`src/rtl/uart_tx_arbiter_pkg.sv`:
```
// Shared types and helpers for the UART TX arbiter.
// Imported by the arbiter, its round-robin picker and the bench.
package uart_tx_arbiter_pkg;

    typedef enum logic {
        ST_IDLE = 1'b0,
        ST_OWN  = 1'b1
    } arb_state_e;

    function automatic int idx_w(input int n);
        return (n > 1) ? $clog2(n) : 1;
    endfunction

    function automatic int cnt_w(input int limit);
        return (limit > 1) ? $clog2(limit) : 1;
    endfunction

endpackage

```
`src/rtl/uart_tx_arbiter_if.sv`:
```
// AXI4-Stream bundle: NUM_SRC request streams in, one stream out.
// master drives sources and sink ready; slave is the arbiter.
interface uart_tx_arbiter_if #(
    parameter int NUM_SRC    = 4,
    parameter int DATA_WIDTH = 8
);

    logic [NUM_SRC*DATA_WIDTH-1:0] s_axis_tdata;
    logic [NUM_SRC-1:0]            s_axis_tvalid;
    logic [NUM_SRC-1:0]            s_axis_tlast;
    logic [NUM_SRC-1:0]            s_axis_tready;
    logic [DATA_WIDTH-1:0]         m_axis_tdata;
    logic                          m_axis_tvalid;
    logic                          m_axis_tready;

    modport master (
        output s_axis_tdata,
        output s_axis_tvalid,
        output s_axis_tlast,
        input  s_axis_tready,
        input  m_axis_tdata,
        input  m_axis_tvalid,
        output m_axis_tready
    );

    modport slave (
        input  s_axis_tdata,
        input  s_axis_tvalid,
        input  s_axis_tlast,
        output s_axis_tready,
        output m_axis_tdata,
        output m_axis_tvalid,
        input  m_axis_tready
    );

endinterface

```
`src/rtl/uart_tx_arbiter_rr_pick.sv`:
```
// Combinational round-robin pick: first requester after ptr,
// wrapping modulo NUM_SRC.
module uart_tx_arbiter_rr_pick
    import uart_tx_arbiter_pkg::*;
#(
    parameter  int NUM_SRC = 4,
    localparam int IW      = idx_w(NUM_SRC)
) (
    input  logic [NUM_SRC-1:0] req,
    input  logic [IW-1:0]      ptr,
    output logic [IW-1:0]      pick,
    output logic               any
);

    int slot;

    // Scan farthest first so the nearest requester is written last.
    always_comb begin
        pick = '0;
        any  = 1'b0;
        slot = 0;
        for (int k = NUM_SRC; k >= 1; k--) begin
            slot = int'(ptr) + k;
            if (slot >= NUM_SRC) begin
                slot = slot - NUM_SRC;
            end
            if (req[IW'(slot)]) begin
                pick = IW'(slot);
                any  = 1'b1;
            end
        end
    end

endmodule

```
`src/rtl/uart_tx_arbiter.sv`:
```
// Round-robin packet arbiter in front of the UART transmitter,
// with eviction of owners that stall mid-packet.
module uart_tx_arbiter
    import uart_tx_arbiter_pkg::*;
#(
    parameter  int DATA_WIDTH = 8,
    parameter  int NUM_SRC    = 4,
    parameter  int TIMEOUT    = 1024,
    localparam int IW         = idx_w(NUM_SRC)
) (
    input  logic                 clk,
    input  logic                 rst,
    uart_tx_arbiter_if.slave     bus,
    output logic                 grant_valid,
    output logic [IW-1:0]        grant_index,
    output logic                 timeout_pulse
);

    localparam int   CW    = cnt_w(TIMEOUT);
    localparam int   TLIM  = (TIMEOUT > 0) ? TIMEOUT - 1 : 0;
    localparam logic TO_EN = (TIMEOUT != 0);

    arb_state_e state_q;
    arb_state_e state_d;
    logic [IW-1:0] gidx_q;
    logic [IW-1:0] gidx_d;
    logic [IW-1:0] ptr_q;
    logic [IW-1:0] ptr_d;
    logic [CW-1:0] cnt_q;
    logic [CW-1:0] cnt_d;
    logic          pulse_d;

    logic [IW-1:0] pick;
    logic          any_req;

    logic [DATA_WIDTH-1:0] src_data [NUM_SRC];
    logic [DATA_WIDTH-1:0] g_data;
    logic                  g_valid;
    logic                  g_last;
    logic                  own;
    logic [NUM_SRC-1:0]    rdy;

    logic beat;
    logic run_end;
    logic do_grant;
    logic do_eop;
    logic do_mid;
    logic do_evict;
    logic do_count;

    for (genvar i = 0; i < NUM_SRC; i++) begin : g_split
        assign src_data[i] =
            bus.s_axis_tdata[i*DATA_WIDTH +: DATA_WIDTH];
    end

    uart_tx_arbiter_rr_pick #(
        .NUM_SRC (NUM_SRC)
    ) u_pick (
        .req  (bus.s_axis_tvalid),
        .ptr  (ptr_q),
        .pick (pick),
        .any  (any_req)
    );

    // Owner pass-through; idle cycles present nothing upstream.
    always_comb begin
        own     = (state_q == ST_OWN);
        g_data  = src_data[gidx_q];
        g_valid = bus.s_axis_tvalid[gidx_q];
        g_last  = bus.s_axis_tlast[gidx_q];
        rdy     = '0;
        if (own) begin
            rdy[gidx_q] = bus.m_axis_tready;
        end
    end

    assign bus.m_axis_tdata  = g_data;
    assign bus.m_axis_tvalid = own & g_valid;
    assign bus.s_axis_tready = rdy;

    assign grant_valid = own;
    assign grant_index = gidx_q;

    always_comb begin
        beat     = own & g_valid & bus.m_axis_tready;
        run_end  = (cnt_q == CW'(TLIM));
        do_grant = ~own & any_req;
        do_eop   = beat & g_last;
        do_mid   = beat & ~g_last;
        do_evict = own & ~g_valid & TO_EN & run_end;
        do_count = own & ~g_valid & TO_EN & ~run_end;
    end

    // A uart-side stall keeps tvalid high, so it never counts.
    always_comb begin
        state_d = state_q;
        gidx_d  = gidx_q;
        ptr_d   = ptr_q;
        cnt_d   = cnt_q;
        pulse_d = 1'b0;
        unique case (1'b1)
            do_grant: begin
                state_d = ST_OWN;
                gidx_d  = pick;
                cnt_d   = '0;
            end
            do_eop: begin
                state_d = ST_IDLE;
                ptr_d   = gidx_q;
                cnt_d   = '0;
            end
            do_mid: begin
                cnt_d = '0;
            end
            do_evict: begin
                state_d = ST_IDLE;
                ptr_d   = gidx_q;
                cnt_d   = '0;
                pulse_d = 1'b1;
            end
            do_count: begin
                cnt_d = cnt_q + CW'(1);
            end
            default: begin
            end
        endcase
    end

    always_ff @(posedge clk) begin
        if (rst) begin
            state_q       <= ST_IDLE;
            gidx_q        <= '0;
            ptr_q         <= IW'(NUM_SRC - 1);
            cnt_q         <= '0;
            timeout_pulse <= 1'b0;
        end else begin
            state_q       <= state_d;
            gidx_q        <= gidx_d;
            ptr_q         <= ptr_d;
            cnt_q         <= cnt_d;
            timeout_pulse <= pulse_d;
        end
    end

endmodule

```
`src/flat_wrapper.sv`:
```
// flat-port wrapper written by rule: the top's interface ports become plain ports
module uart_tx_arbiter_flat import uart_tx_arbiter_pkg::*;
#(
    parameter  int DATA_WIDTH = 8,
    parameter  int NUM_SRC    = 4,
    parameter  int TIMEOUT    = 1024,
    localparam int IW         = idx_w(NUM_SRC)
)
  (clk, rst, grant_valid, grant_index, timeout_pulse, bus_s_axis_tdata, bus_s_axis_tvalid, bus_s_axis_tlast, bus_s_axis_tready, bus_m_axis_tdata, bus_m_axis_tvalid, bus_m_axis_tready);
  uart_tx_arbiter_if #(.NUM_SRC(NUM_SRC), .DATA_WIDTH(DATA_WIDTH)) bus_i ();
  input  logic clk;
  input  logic rst;
  output logic grant_valid;
  output logic [IW-1:0] grant_index;
  output logic timeout_pulse;
  input wire logic [$bits(bus_i.s_axis_tdata)-1:0] bus_s_axis_tdata;
  input wire logic [$bits(bus_i.s_axis_tvalid)-1:0] bus_s_axis_tvalid;
  input wire logic [$bits(bus_i.s_axis_tlast)-1:0] bus_s_axis_tlast;
  output wire logic [$bits(bus_i.s_axis_tready)-1:0] bus_s_axis_tready;
  output wire logic [$bits(bus_i.m_axis_tdata)-1:0] bus_m_axis_tdata;
  output wire logic [$bits(bus_i.m_axis_tvalid)-1:0] bus_m_axis_tvalid;
  input wire logic [$bits(bus_i.m_axis_tready)-1:0] bus_m_axis_tready;
  assign bus_i.s_axis_tdata = bus_s_axis_tdata;
  assign bus_i.s_axis_tvalid = bus_s_axis_tvalid;
  assign bus_i.s_axis_tlast = bus_s_axis_tlast;
  assign bus_s_axis_tready = bus_i.s_axis_tready;
  assign bus_m_axis_tdata = bus_i.m_axis_tdata;
  assign bus_m_axis_tvalid = bus_i.m_axis_tvalid;
  assign bus_i.m_axis_tready = bus_m_axis_tready;
  uart_tx_arbiter #(.DATA_WIDTH(DATA_WIDTH), .NUM_SRC(NUM_SRC), .TIMEOUT(TIMEOUT)) u_core (.clk(clk), .rst(rst), .bus(bus_i), .grant_valid(grant_valid), .grant_index(grant_index), .timeout_pulse(timeout_pulse));
endmodule
```
`config.mk`:
```
export PLATFORM = sky130hd
export DESIGN_NAME = uart_tx_arbiter_flat
export DESIGN_NICKNAME = d
export VERILOG_FILES = /design/src/rtl/uart_tx_arbiter_pkg.sv /design/src/rtl/uart_tx_arbiter_if.sv /design/src/rtl/uart_tx_arbiter_rr_pick.sv /design/src/rtl/uart_tx_arbiter.sv /design/src/flat_wrapper.sv
export SDC_FILE = /design/constraint.sdc
export NUM_CORES = 1
export LEC_CHECK = 0
export BUFFER_PORTS_ARGS = -buffer_cell sky130_fd_sc_hd__buf_2
export CAP_MARGIN = 30
export CORE_UTILIZATION = 40
export CTS_CLUSTER_DIAMETER = 150
export CTS_CLUSTER_SIZE = 16
export DETAILED_ROUTE_END_ITERATION = 7
export PLACE_DENSITY_LB_ADDON = 0.25
export SLEW_MARGIN = 20
export SYNTH_ARGS = -nofsm -noshare
export SYNTH_HDL_FRONTEND = slang
export SYNTH_SLANG_ARGS = --single-unit
```
`constraint.sdc`:
```
create_clock -name clk -period 1.6 [get_ports clk]
set_input_delay 0.24 -clock clk [delete_from_list [all_inputs] [get_ports clk]]
set_output_delay 0.24 -clock clk [all_outputs]
set_load 0.02 [all_outputs]
```
* After elaboration in Yosys (flattened, before gate mapping)
Index checks and enable logic that the tools add are counted.
** Operators by class
- Add/subtract/negate cells :: 9
- Multipliers :: 0
- Divide/modulo/power cells :: 0
- Magnitude comparators :: 11
- Equality and inequality tests :: 1
- Shift-type cells :: 0
- Mux-type cells :: 37
- Bitwise operators :: 14
- Reductions and logical operators :: 5
** Operator list (number)
- 10-bit case mux with 2 select lines :: 1
- 8-bit binary-select mux with 2-bit select :: 1
- 2-bit by 4-bit < comparator with 1-bit output, second input constant :: 4
- 1-bit two-way mux :: 16
- 2-bit two-way mux :: 8
- 8-bit two-way mux :: 2
- 1-bit binary-select mux with 2-bit select :: 6
- 3-bit greater-or-equal comparator, second input constant :: 4
- 10-bit by 1-bit adder with 10-bit output, second input constant :: 1
- 10-bit == test, second input constant :: 1
- 1-bit bitwise AND :: 8
- 2-bit by 1-bit subtractor with 2-bit output, second input constant :: 4
- 2-bit by 2-bit adder with 3-bit output, second input constant :: 2
- 2-bit by 3-bit adder with 4-bit output, second input constant :: 1
- 4-bit bitwise AND :: 1
- 4-bit by 3-bit greater-or-equal comparator with 1-bit output, second input constant :: 1
- 4-bit two-way mux :: 1
- 1-bit NOT :: 4
- 2-bit nonzero test :: 2
- 4-bit OR reduction :: 1
- 2-bit by 1-bit adder with 3-bit output, second input constant :: 1
- 2-bit by 3-bit < comparator with 1-bit output, second input constant :: 1
- 2-bit NOT with 3-bit output :: 1
- 1-bit demux with 2-bit select :: 1
- 4 further kinds :: 4
** Word-level totals
- Flip-flop bits (word level) :: 16
- Latch bits :: 0
- Memory bits (writable) :: 0
- ROM bits :: 0
- Output and inout bits :: 17
- Memories :: 0

* Longest topological paths before layout
- Depth in word-level cells :: 13
- Gate-level depth with buffers :: 5
- Gate-level depth less buffers :: 5

* Modules after synthesis
A second synthesis with hierarchy kept.
** Second synthesis, totals
- Cell total of the unflattened synthesis :: 116
- Area total of the unflattened synthesis :: 1108.6 um^2
** By module, submodules not included
- uart_tx_arbiter :: times used 1, cells each 102, area each 1017.2 um^2, seq. area each 320.3 um^2
- uart_tx_arbiter_rr_pick :: times used 1, cells each 14, area each 91.3 um^2, seq. area each 0.0 um^2

* Worst setup path before layout
Ideal clock, no wire load.
- Path type :: register to register
- Start :: register u_core.gidx_q[0] (netlist: u_core.grant_index[0])
- End :: register u_core.cnt_q[6]
- Data arrival time :: 1.807 ns
- Data required time :: 1.526 ns
- Setup slack :: -0.281 ns
- Cell stages (with the launch flop) :: 5
- Buffers on the path :: 1
- Path through :: dfxtp_1 > buf_6 > mux4_2 > or4_1 > a31oi_1
** Between the ends
- Word-level cells in the longest chain between the ends :: 7
** Ends and longest elaborated chain
- start: declaration :: RTL line uart_tx_arbiter.sv:25 : logic [IW-1:0] gidx_q;
- start signal: assignment :: RTL line uart_tx_arbiter.sv:138 : gidx_q <= gidx_d;
- 1-bit binary-select mux with 2-bit select :: RTL line uart_tx_arbiter.sv:69 : g_valid = bus.s_axis_tvalid[gidx_q];
- 1-bit two-way mux (not written as such) :: RTL line uart_tx_arbiter.sv:69
- 1-bit bitwise AND / 1-bit NOT (equally long branches) :: RTL line uart_tx_arbiter.sv:85, uart_tx_arbiter.sv:90, uart_tx_arbiter.sv:91
- 1-bit bitwise AND, on equally long branches :: RTL line uart_tx_arbiter.sv:85, uart_tx_arbiter.sv:90, uart_tx_arbiter.sv:91
- 1-bit bitwise AND, on equally long branches :: RTL line uart_tx_arbiter.sv:89, uart_tx_arbiter.sv:88, uart_tx_arbiter.sv:90
- 4-bit OR reduction (no line)
- 10-bit case mux with 2 select lines / 2-bit nonzero test (equally long branches)
- end signal: assignment :: RTL line uart_tx_arbiter.sv:140 : cnt_q <= cnt_d;
- end: declaration :: RTL line uart_tx_arbiter.sv:29 : logic [CW-1:0] cnt_q;
Parallel ways exist; a longest one is shown, timed or not. The select of a mux whose other input is x is not followed.
A chain may end at the register's enable or synchronous reset.

* Final worst setup path
- Start :: register u_core.gidx_q[0] (netlist: u_core.grant_index[0])
- End :: output bus_m_axis_tdata[0]
** Between the ends
- Word-level cells in the longest chain between the ends :: 4
** Ends and longest elaborated chain
- 2-bit NOT with 3-bit output (not written as such) :: RTL line uart_tx_arbiter.sv:68 : g_data = src_data[gidx_q];
- 8-bit binary-select mux with 2-bit select :: RTL line uart_tx_arbiter.sv:68
- 8-bit two-way mux (not written as such) (2 in series) :: RTL line uart_tx_arbiter.sv:68
- end: declaration :: RTL line flat_wrapper.sv:20 : output wire logic [$bits(bus_i.m_axis_tdata)-1:0] bus_m_axis_tdata;
Every way passes these cells. The select of a mux whose other input is x is not followed.

==> out/results.ini <==
[global_routing]
grtUsageTotal_pct=23.7
antenna_found_initial=0
grt_pass1_vias=1335
grt_overflow=0
grt_max_degree=17
grt_first_pass_wirelength_um=5870

[sta]
maxClockFrequency_mhz=552
worst_slack_ps=-211
fin_crit_ps=1810
slew_violations=0
rsz0062_at_grt=yes
skew_ps=10.1
max_slew.worst_pin.slew_ps=447
post-route-period-util_pct=113
finalSetupViolCount=22
hold_viol_final=0
max-slew-margin-rel_pct=70.1

[finish]
layout-drive-gt1-share_pct=54.3
fill_cells=237
mostFrequentLayoutCells=buf_2 (47), buf_4 (21), buf_6 (15), dfxtp_1 (15), nor2_1 (11)
area_growth_pct=60.1
fin_cells=241
num-nets-final=255
antennaDiodeCount=0
layout_commonest_cell=buf_2

[status]
status=complete, but fails checks
violations=setup timing

[power]
peakVddDrop_uv=494
leakage_uw=0.000819
power_density_mw_per_mm2=598

[clock_network]
clock_latency_ps=290
cts_tree=done
clk_pin_slew_ps=100
htreeDepth=1
clock_path_buffers=2
cts.sinks=16
root_buffer=clkbuf_4
cts_hold_buf=0
cts_made_buffers=3

[routing]
ant_nets=0
drc=0
vias=1409
initialDrtViolationCount=47
wl_per_cell_um=15.7
dr.pass1.iters=4
wl_um=3770
vias_per_cell=5.85

[die]
rows=19
coreArea_mm2=0.00276
io_pins=60
initial_utilization_pct=42.2
die_h_um=55.9
die_x_um=55.9
dieArea_mm2=0.00313

[synth]
ys.flop_type=dfxtp_1
synth-edff-count=0
synth_cells=129
yosys.cell_types.count=36
syn-num-nets=173
yosys_register_bits=16
yosysSeqAreaShare_pct=27.5
synth_area_mm2=0.00116
syn_area_per_cell_um2=9.02
ys_warn_count=0
async_flop_share_pct=0

[placed_design]
place_ws_ps=-116
gp_congestion=0.884
dp_hpwl_um=2850
dp.cells=231
port_buffers=59

[setup_path]
crit_required_ps=1360
cp-start-kind=flip-flop
worstSetupPathType=flip-flop to output port
crit_fanout=5
cp.arrival_ps=1570
end_kind=output port

[job]
drv_cap=0

[min_path]
hp-class=input port to flip-flop

[power by group]
part	leakage [µW]	switching (µW)	internal [µW]	total (µW)
clock	0.0000150	129	97.1	226
sequential	0.000131	10.4	409	420
combinational	0.000673	211	258	468
[Yosys cell counts (4+ instances only)]
cell type  instances  area (µm²)
a21oi_1            5        25.0
a311oi_1           4        35.0
clkbuf_1           7        26.3
dfxtp_1           16         320
inv_1              7        26.3
mux4_2            10         225
nand2_1            9        33.8
nand3_1            4        20.0
nor2_1            14        52.6
nor3_1             5        25.0
o211ai_1           6        45.0
o21ai_0            5        25.0
[cells by family (layout without fill, tap and decap cells)]
group           Yosys count  count (layout)  share of synthesized area [%]
fa+ha+maj                 1               1                           1.08
compound gates           34              34                           21.3
simple gates             50              50                           22.7
mux                      13              13                           21.9
buf+inv                  15              96                           5.48
flops                    16              16                           27.5
[final timing paths]
| kind | startpoint | endpoint | slack (ps) | cells after the start |
|---|---|---|---|---|
| max | u_core.grant_index[0] | bus_m_axis_tdata[0] | -210 | 4 |
| min | rst | u_core.cnt_q[0] | 330 | 2 |
| max reg2reg | u_core.grant_index[0] | u_core.cnt_q[7] | -170 | 6 |
| min reg2reg | u_core.cnt_q[1] | u_core.cnt_q[1] | 510 | 2 |
[critical path, cell delays in order, from the launching register on]
cell and delay [ps]:
dfxtp_4 380, buf_6 120, clkbuf_16 140, mux4_2 500, buf_6 150
[state kept, by name (all words and copies together), names as in the netlist]
register and cells:
u_core.grant_valid 1, u_core.grant_index 2, u_core.timeout_pulse 1, u_core.cnt_q 10, u_core.ptr_q 2
[layout make-up]
class                      instances  area (µm²)  share of cell area (%)
clock buffer                       4        26.3                    1.41
sequential                        16         324                    17.4
timing repair buffer              85         607                    32.6
inverter                           7        26.3                    1.41
tap                               31        38.8                    2.08
multi-input combinational         98         841                    45.1
[metal layers]
metal	up-vias	global-route usage, %	wire [µm]
met3	9	3.49	271
met1	661	27.9	1490
met2	67	43.0	1930
met5	-	0	0
li1	672	-	-
met4	0	9.76	76
[per-stage QoR]
step / total power, µW / hold slack, ps / util (%) / TNS [ps] / area [µm²]
2_1_floorplan: 638 / 412 / - / -2400 / 1180
3_3_place_gp: 779 / 486 / 59.3 / -144 / 1630
3_5_place_dp: 788 / 496 / 59.3 / -582 / 1630
4_1_cts: 1050 / 325 / 63.2 / -2940 / 1740
5_1_grt: 1170 / 339 / 67.6 / -4500 / 1860
6_report: 1110 / 332 / 67.6 / -3290 / 1860
[timing repair]
action / in CTS / in global routing
pin swaps: 8 / 7
cloned: 0 / 1
gates resized for setup: 12 / 27
endpoints found under the setup margin: 21 / 25
buffers inserted: 4 / 1
(Power assumes the default switching activity.)
